--- config.mk ---
export PLATFORM = sky130hd
export DESIGN_NAME = hkspi_master_wb
export DESIGN_NICKNAME = d
export VERILOG_FILES = /design/src/rtl/hkspi_master_wb.sv
export SDC_FILE = /design/constraint.sdc
export NUM_CORES = 1
export LEC_CHECK = 0
export CAP_MARGIN = 20
export CORE_ASPECT_RATIO = 1.25
export CORE_UTILIZATION = 45
export DETAILED_ROUTE_END_ITERATION = 12
export MAX_ROUTING_LAYER = met4
export PLACE_DENSITY_LB_ADDON = 0.25
export REMOVE_ABC_BUFFERS = 1
export SYNTH_ARGS = -nofsm -noshare
export SYNTH_HDL_FRONTEND = slang
export SYNTH_SLANG_ARGS = --single-unit
--- constraint.sdc ---
create_clock -name wb_clk_i -period 2.6 [get_ports wb_clk_i]
set_input_delay 0.52 -clock wb_clk_i [delete_from_list [all_inputs] [get_ports wb_clk_i]]
set_output_delay 0.52 -clock wb_clk_i [all_outputs]
set_load 0.02 [all_outputs]
--- src/rtl/hkspi_master_wb.sv ---
// rtl/hkspi_master_wb.sv - Wishbone-controlled SPI master for single-byte housekeeping register transfers
module hkspi_master_wb #(
    parameter logic [31:0] BASE_ADR = 32'h2600_0000,
    parameter int          CLK_DIV  = 4
) (
    input  logic        wb_clk_i,
    input  logic        resetb,
    input  logic        wb_stb_i,
    input  logic        wb_cyc_i,
    input  logic        wb_we_i,
    input  logic [3:0]  wb_sel_i,
    input  logic [31:0] wb_dat_i,
    input  logic [31:0] wb_adr_i,
    output logic        wb_ack_o,
    output logic [31:0] wb_dat_o,
    output logic        spi_csb,
    output logic        spi_sck,
    output logic        spi_sdi,
    input  logic        spi_sdo,
    output logic        irq
);
    typedef enum logic [2:0] {IDLE, SETUP, SHIFT, HOLD, DONE} state_t;

    localparam logic [7:0] LAST_CNT = 8'(CLK_DIV - 1);

    state_t      state, next_state;
    logic        served;
    logic        ctrl_rw;
    logic [7:0]  ctrl_addr;
    logic [7:0]  wdata;
    logic [7:0]  rdata;
    logic        done;
    logic        start_q;
    logic [23:0] shreg;
    logic [7:0]  rx;
    logic [7:0]  cnt;
    logic        phase;
    logic [4:0]  bit_cnt;
    logic [31:0] rd_val;

    // Byte selects, the upper write-data half and the byte offset are never decoded.
    logic unused_bits;
    assign unused_bits = &{1'b0, wb_sel_i, wb_dat_i[31:16], wb_adr_i[1:0]};

    logic       hit, acc, wr, busy, start_cmd, last;
    logic [1:0] reg_sel;

    assign hit       = wb_stb_i & wb_cyc_i & (wb_adr_i[31:4] == BASE_ADR[31:4]);
    assign acc       = hit & ~served;
    assign wr        = acc & wb_we_i;
    assign reg_sel   = wb_adr_i[3:2];
    // busy covers the one-cycle gap between the start write and leaving IDLE, and the DONE cycle.
    assign busy      = start_q | (state != IDLE);
    assign start_cmd = wr & (reg_sel == 2'd0) & wb_dat_i[0] & ~busy;
    assign last      = (cnt == LAST_CNT);

    assign spi_csb = ~((state == SETUP) | (state == SHIFT) | (state == HOLD));
    assign spi_sck = (state == SHIFT) & phase;
    assign spi_sdi = ((state == SETUP) | (state == SHIFT)) & shreg[23];
    assign irq     = done;

    // Register read multiplexer; unused bits read zero.
    always_comb begin
        rd_val = 32'h0;
        case (reg_sel)
            2'd0: rd_val = {16'h0, ctrl_addr, 6'h0, ctrl_rw, 1'b0};
            2'd1: rd_val = {24'h0, wdata};
            2'd2: rd_val = {24'h0, rdata};
            2'd3: rd_val = {30'h0, done, busy};
            default: rd_val = 32'h0;
        endcase
    end

    // Bus handshake: one ack per strobe, read data registered alongside it.
    always_ff @(posedge wb_clk_i or negedge resetb) begin
        if (!resetb) begin
            wb_ack_o <= 1'b0;
            wb_dat_o <= 32'h0;
            served   <= 1'b0;
        end else begin
            wb_ack_o <= acc;
            served   <= hit;
            wb_dat_o <= (acc & ~wb_we_i) ? rd_val : 32'h0;
        end
    end

    // FSM state register.
    always_ff @(posedge wb_clk_i or negedge resetb) begin
        if (!resetb) state <= IDLE;
        else         state <= next_state;
    end

    // FSM next-state: each phase is timed in units of CLK_DIV cycles by cnt.
    always_comb begin
        next_state = state;
        case (state)
            IDLE:    if (start_q) next_state = SETUP;
            SETUP:   if (last) next_state = SHIFT;
            SHIFT:   if (last && phase && (bit_cnt == 5'd23)) next_state = HOLD;
            HOLD:    if (last) next_state = DONE;
            DONE:    next_state = IDLE;
            default: next_state = IDLE;
        endcase
    end

    // Registers, shift datapath and status flags.
    always_ff @(posedge wb_clk_i or negedge resetb) begin
        if (!resetb) begin
            ctrl_rw   <= 1'b0;
            ctrl_addr <= 8'h0;
            wdata     <= 8'h0;
            rdata     <= 8'h0;
            done      <= 1'b0;
            start_q   <= 1'b0;
            shreg     <= 24'h0;
            rx        <= 8'h0;
            cnt       <= 8'h0;
            phase     <= 1'b0;
            bit_cnt   <= 5'd0;
        end else begin
            if (start_cmd)               start_q <= 1'b1;
            else if (state == IDLE)      start_q <= 1'b0;

            if (wr && (reg_sel == 2'd0) && !busy) begin
                ctrl_rw   <= wb_dat_i[1];
                ctrl_addr <= wb_dat_i[15:8];
            end
            if (wr && (reg_sel == 2'd1)) wdata <= wb_dat_i[7:0];

            // DONE setting the flag takes priority over a same-cycle clear.
            if (state == DONE)                                   done <= 1'b1;
            else if (start_cmd)                                  done <= 1'b0;
            else if (wr && (reg_sel == 2'd3) && wb_dat_i[1])     done <= 1'b0;

            if ((state == DONE) && !ctrl_rw) rdata <= rx;

            if ((state == IDLE) || (state == DONE) || last) cnt <= 8'h0;
            else                                            cnt <= cnt + 8'h1;

            if (start_cmd)
                shreg <= {(wb_dat_i[1] ? 8'h80 : 8'h40), wb_dat_i[15:8],
                          (wb_dat_i[1] ? wdata : 8'h00)};
            else if ((state == SHIFT) && last && phase)
                shreg <= {shreg[22:0], 1'b0};

            if ((state == SHIFT) && last && !phase) rx <= {rx[6:0], spi_sdo};

            if (state != SHIFT) begin
                phase   <= 1'b0;
                bit_cnt <= 5'd0;
            end else if (last) begin
                phase <= ~phase;
                if (phase) bit_cnt <= bit_cnt + 5'd1;
            end
        end
    end
endmodule

==> results of run 1 <==
## per-layer routing
layer  part of all wire [%]  up-vias  wire length [um]
met5                      0        -                 0
met4                    1.8        0               147
met3                    3.2       13               263
met2                     52       63              4304
met1                     43     1381              3592
li1                       -     1328                 -
## cell type report
type | count | share of cell area [%]
Clock buffer | 9 | 4.051
Clock inverter | 7 | 1.395
Timing Repair Buffer | 86 | 15.53
Tap cell | 123 | 2.768
Sequential cell | 94 | 42.31
Multi-Input combinational cell | 226 | 33.67
Inverter | 4 | 0.2701
## worst min-delay path by stage
stage | from | end | slack [ns] | cells after the start
floorplan | resetb | bit_cnt[0] | 0.22 | 0
global placement | cnt[0] | cnt[0] | 0.45 | 1
detailed placement | cnt[0] | cnt[0] | 0.46 | 1
CTS | resetb | wb_dat_o[15] | 0.15 | 1
global route | resetb | state[1] | 0.18 | 1
finish | resetb | wb_dat_o[13] | 0.15 | 1
## power by group through the flow
stage                     clock network (mW)  logic (mW)  registers (mW)
final                                   1.32       0.172            1.47
after global routing                    1.42       0.189            1.47
after CTS                               1.36       0.175            1.47
after detailed placement                   0       0.175            1.50
after global placement                     0       0.172            1.50
after floorplan                            0      0.0431            1.50
## repair_timing
item | 4_1_cts | 5_1_grt
resized for setup | 1 | 1
setup endpoints to repair | 1 | 1
hold buffers | 0 | 0
## state kept, by name, indices dropped and copies added, names as in the netlist
name and cells:
ctrl_rw 1, state 3, wdata 8, ctrl_addr 8, wb_dat_o 16, wb_ack_o 1, rx 8, phase 1
start_q 1, rdata 8, bit_cnt 5, cnt 8, served 1, irq 1, shreg 24
## worst max-delay path: cells and delay by family, from the launching register on
| family | cells | cell delay, ns |
|---|---|---|
| xor+xnor | 1 | 0.17 |
| buf+inv | 1 | 0.67 |
| flops | 1 | 0.50 |
| simple gates | 1 | 0.30 |
## through the flow
step | setup TNS, ns | hold WS, ns
2_1_floorplan | -0.6352 | 0.2244
3_3_place_gp | 0 | 0.4494
3_5_place_dp | 0 | 0.4576
4_1_cts | 0 | 0.1545
5_1_grt | 0 | 0.1764
6_report | 0 | 0.1464
## placed cells by master (no fill, tap or decap), types with 3 or more instances in the layout
master            n
buf_12            3
nor3_1            3
dfrtp_1          94
nand3_1           7
conb_1           16
xor2_1            4
clkdlybuf4s50_1  70
a22oi_1           7
a21oi_1           4
and3_1            9
nor4_2            3
nor2_1           35
inv_1             4
nand2_1          15
nor4_4            4
buf_4            12
inv_6             4
mux2_4            8
mux2i_1          24
mux2_2           43
nor2b_1           3
xnor2_1           7
clkbuf_16         9
## logic make-up (layout without fill, tap and decap cells)
logic type / count (synthesis) / after routing / synth area share, %
buf+inv: 32 / 106 / 4.807
other cells: 1 / 16 / 0.08575
compound gates: 18 / 18 / 2.689
fa+ha+maj: 2 / 2 / 0.5722
simple gates: 103 / 103 / 16.02
flops: 94 / 94 / 53.79
mux: 76 / 76 / 19.83
xor+xnor: 11 / 11 / 2.203
==> reports/results.ini, run 1 <==
[die]
rows=39
start_util_pct=47.17
fp.dieW_um=90.17
core-area_um2=9271
die_h_um=112.2
dieArea_um2=10120
ioPinCount=111

[power]
max-vdd-ir-drop_mv=0.4373
power_frac_seq_pct=49.6
power_density_nw_per_um2=533.6
internal_power_mw=2.312
leakage_nw=2.551
swShare_pct=22.06
power_mw=2.966
comb_power_share_pct=5.8
p_clk_share_pct=44.6
net-switching-power_mw=0.6543

[yosys]
yosys.area.top_type=dfrtp_1
async_flop_share_pct=100.0
yosys_warnings=0
avgSynthCellArea_um2=12.98
yosys_most_used_dff=dfrtp_1
synth_top_cell_area_share_pct=53.79
synth_cell_types=46
ys_ff_latch=94
yosys-top-cells-count=dfrtp_1, mux2_2, nor2_1, mux2i_1, buf_4
synthCells=337
ys_top_cells_by_area=dfrtp_1, mux2_2, mux2i_1, buf_4, nor2_1
synth_edf_count=0
synth_seq_area_share_pct=53.79
yosysMostFrequentCell=dfrtp_1
syn_area_um2=4373

[setup_path]
cp.arrival_ns=1.96
cp_slowest_stage_delay_ns=0.67
timing.rr.start=cnt[0]
critical_path.startpoint=state[0]
critPathCaptureType=output pin
rrSetupSlack_ns=0.40
r2r_end=shreg[14]
worstPathMaxFanout=9
path_class=flop to output pin
worstPathRequired_ns=2.08
critPathCapture=spi_sdi
cpMaxStageDelayCell=clkdlybuf4s50_1
reg2regPathDepth=5
path_cells=xnor2_1 > nor3b_1 > clkdlybuf4s50_1
start_kind=flop

[sta]
timing.final.crit_share_pct=95.44
finalWorstSetupSlack_ns=0.1187
fin_crit_ns=2.481
timing.final.hold_violations=0
max_freq_mhz=403.0
max_slew_margin_pct=55.68
worst_pin_slew_ns=0.6624
fin_skew_ns=0.008152
slew_viol_final=0
rsz0062_at_grt=no
setup_violations=0

[routing]
drcViolationCount=0
final_antenna_net_count=0
post_drt_wl_per_cell_um=15.13
vias_per_cell=5.073
wl_um=8308
initialDrtViolationCount=117
vias=2785
dr.pass1.iters=4

[placed_design]
placed_cell_area_um2=5249
gp_congestion=0.7754
dp.cells=533
port_buffers=72
dp_hpwl_um=6040
dpl_worst_slack_ns=0.006428

[global_route]
use_met2_pct=30.33
top_usage_layer=met2
met1_usage_pct=22.69
gr-usage-all-layers_pct=18.44
grt_use_met3_pct=3.659
grt_start_max_net_pins=60
grt_pass1_wl_um=14160
grt_overflow=0
grt_pass1_vias=2972
antenna_found_initial=0

[final_layout]
final_nets=497
diodes=0
syn_to_final_growth_pct=27.12
seq_area_um2=2352
drive_above_1_share_pct=23.71
final_cells=549
multi_input_area_um2=1872
fillers=749
final_util_pct=59.96
design_area_um2=5559

[min_path]
hold_class=primary input to asynchronous set/reset pin

[job]
maxCapViolCount=0

[clocking]
h-tree-depth=3
clock_tree.root_cell=clkbuf_16
post-cts-setup-buffers=0
clkLatencyLatePin_ns=0.33
cts_tree=done
cts_buffers=9
cts_sinks=94
clockBufferDepth=2
clk_pin_slew_ns=0.07

[outcome]
status=finished, final reports clean

No activity file was read; power rests on OpenSTA's default activity.
==> run 2: changes to the inputs <==
- CTS_CLUSTER_SIZE: default -> 30
==> results of run 2 <==
No change in the layout: final DEF, timing and power equal those of run 1.
==> run 3: changes to the inputs <==
- clock period: 2.6 -> 2.8 ns (I/O delays scaled with it)
==> run 3 against run 2 <==
Clock-buffer cell count unchanged. Die area unchanged. Sequential share of layout area is essentially flat. Critical path type unchanged. Highest routed layer unchanged.
==> reports/results.ini, run 3 (synthesis results as in run 1) <==
[clocking]
cts_buffers=9  ; unchanged
post-cts-setup-buffers=0  ; unchanged
clock_tree.root_cell=clkbuf_16
holdBufCountCts=0  ; unchanged
clk_pin_slew_ns=0.07  ; about the same
cts_resized=1  ; unchanged
clkLatencyLatePin_ns=0.34  ; about the same
cts_tree=done
cts_sinks=94  ; unchanged
h-tree-depth=3  ; unchanged
clockBufferDepth=2  ; unchanged

[die]
die_h_um=112.2  ; unchanged
fp.dieW_um=90.17  ; unchanged
ioPinCount=111  ; unchanged
dieArea_um2=10120  ; unchanged
rows=39  ; unchanged
start_util_pct=47.17  ; unchanged
core-area_um2=9271  ; unchanged

[outcome]
status=finished, final reports clean

[sta]
max_slew_margin_pct=57.44  ; +1.8 points
max_freq_mhz=376.7
rsz0062_at_grt=no
fin_skew_ns=0.006085  ; -0.002067 ns
timing.final.hold_violations=0  ; unchanged
tns_ns=0  ; unchanged
slew_viol_final=0  ; unchanged
setup_violations=0  ; unchanged
fin_crit_ns=2.655
worst_pin_slew_ns=0.6360  ; -0.02635 ns
timing.final.crit_share_pct=94.81

[setup_path]
worstPathRequired_ns=2.24  ; +0.16 ns
worstPathMaxFanout=7  ; -2
critical_path.startpoint=state[1]
path_class=flop to output pin
cp.arrival_ns=2.09  ; +0.13 ns
timing.rr.start=cnt[0]
start_kind=flop
critPathCaptureType=output pin

[routing]
dr.pass1.iters=4  ; unchanged
vias=2777  ; -0.29%
initialDrtViolationCount=83  ; -29%
vias_per_cell=5.068  ; -0.11%
wl_um=8230  ; -0.94%
post_drt_wl_per_cell_um=15.02  ; -0.76%
drcViolationCount=0  ; unchanged
final_antenna_net_count=0  ; unchanged

[job]
maxCapViolCount=0  ; unchanged

[final_layout]
regMostFlops=shreg
final_nets=496  ; -0.20%
final_common_cell=dfrtp_1
largestRegisters=shreg x24, wb_dat_o x16
largest_reg_flops=24  ; unchanged
layout_common_cells=dfrtp_1, clkdlybuf4s50_1, mux2_2, nor2_1, mux2i_1
syn_to_final_growth_pct=27.10  ; about the same
diodes=0  ; unchanged
drive_above_1_share_pct=23.76  ; +0.056 points

[placed_design]
gp_congestion=0.7777  ; +0.30%
dp_hpwl_um=6009  ; -0.53%
port_buffers=72  ; unchanged

[min_path]
hold_class=primary input to asynchronous set/reset pin

[global_route]
gr-usage-all-layers_pct=17.83  ; -0.61 points
grt_pass1_vias=2779  ; -6.5%
grt_overflow=0  ; unchanged
grt_start_max_net_pins=68  ; +13%
antenna_found_initial=0  ; unchanged
grt_pass1_wl_um=13860  ; -2.1%

[power]
leakage_nw=2.550  ; about the same
power_density_nw_per_um2=509.9  ; -4.4%
max-vdd-ir-drop_mv=0.4197  ; -4.0%
power_mw=2.834  ; -4.5%

-- run 3: stage by stage --
stage / instance area [um^2] / hold WS, ns / worst slack [ns] / cells / utilization, %
3_5_place_dp: 5229 / 0.4521 / 0.09494 / 532 / 56.40
5_1_grt: 5558 / 0.1632 / 0.06981 / 548 / 59.95
2_1_floorplan: 4234 / 0.2644 / 0.05858 / 324 / -
6_report: 5558 / 0.1395 / 0.1454 / 548 / 59.95
3_3_place_gp: 5229 / 0.4456 / 0.1676 / 532 / 56.40
4_1_cts: 5553 / 0.1519 / 0.05078 / 548 / 59.89
-- run 3: final cells by class --
cell class,instances,area (um^2)
multi-input cells,226,1872
repair buffers,85,840.8
clock buffers,9,225.2
fillers,775,3714
well taps,123,153.9
inverters,4,15.01
flip-flops and latches,94,2354
clock inverters,7,97.59
-- run 3: layer usage --
metal / track usage, % / up-vias / part of all wire [%]
li1: - / 1329 / -
met1: 23.17 / 1379 / 45
met2: 28.30 / 54 / 50
met3: 2.778 / 15 / 2.7
met4: 6.774 / 0 / 2.0
met5: - / - / 0
-- run 3: path summary, 6_finish.rpt --
| kind | endpoint | slack, ns | cells past startpoint |
|---|---|---|---|
| min | shreg[15] | 0.14 | 1 |
| max in group asynchronous | wb_dat_o[3] | 1.98 | 2 |
| min reg2reg | cnt[0] | 0.46 | 1 |
| max | spi_sck | 0.15 | 4 |
| max reg2reg | shreg[12] | 0.62 | 5 |
| min in group wb_clk_i | cnt[0] | 0.46 | 1 |
-- run 3: report_power, final --
part	total [mW]	switching (mW)	internal (mW)
combinational	0.161	0.0794	0.0814
clock	1.31	0.522	0.785
sequential	1.37	0.00348	1.36
total	2.83	0.605	2.23
-- run 3: worst max-delay path, cell delays in order (launching register included) --
cell,delay [ns]
dfrtp_2,0.46
inv_1,0.13
or3_4,0.43
nor2_1,0.12
clkdlybuf4s50_1,0.62
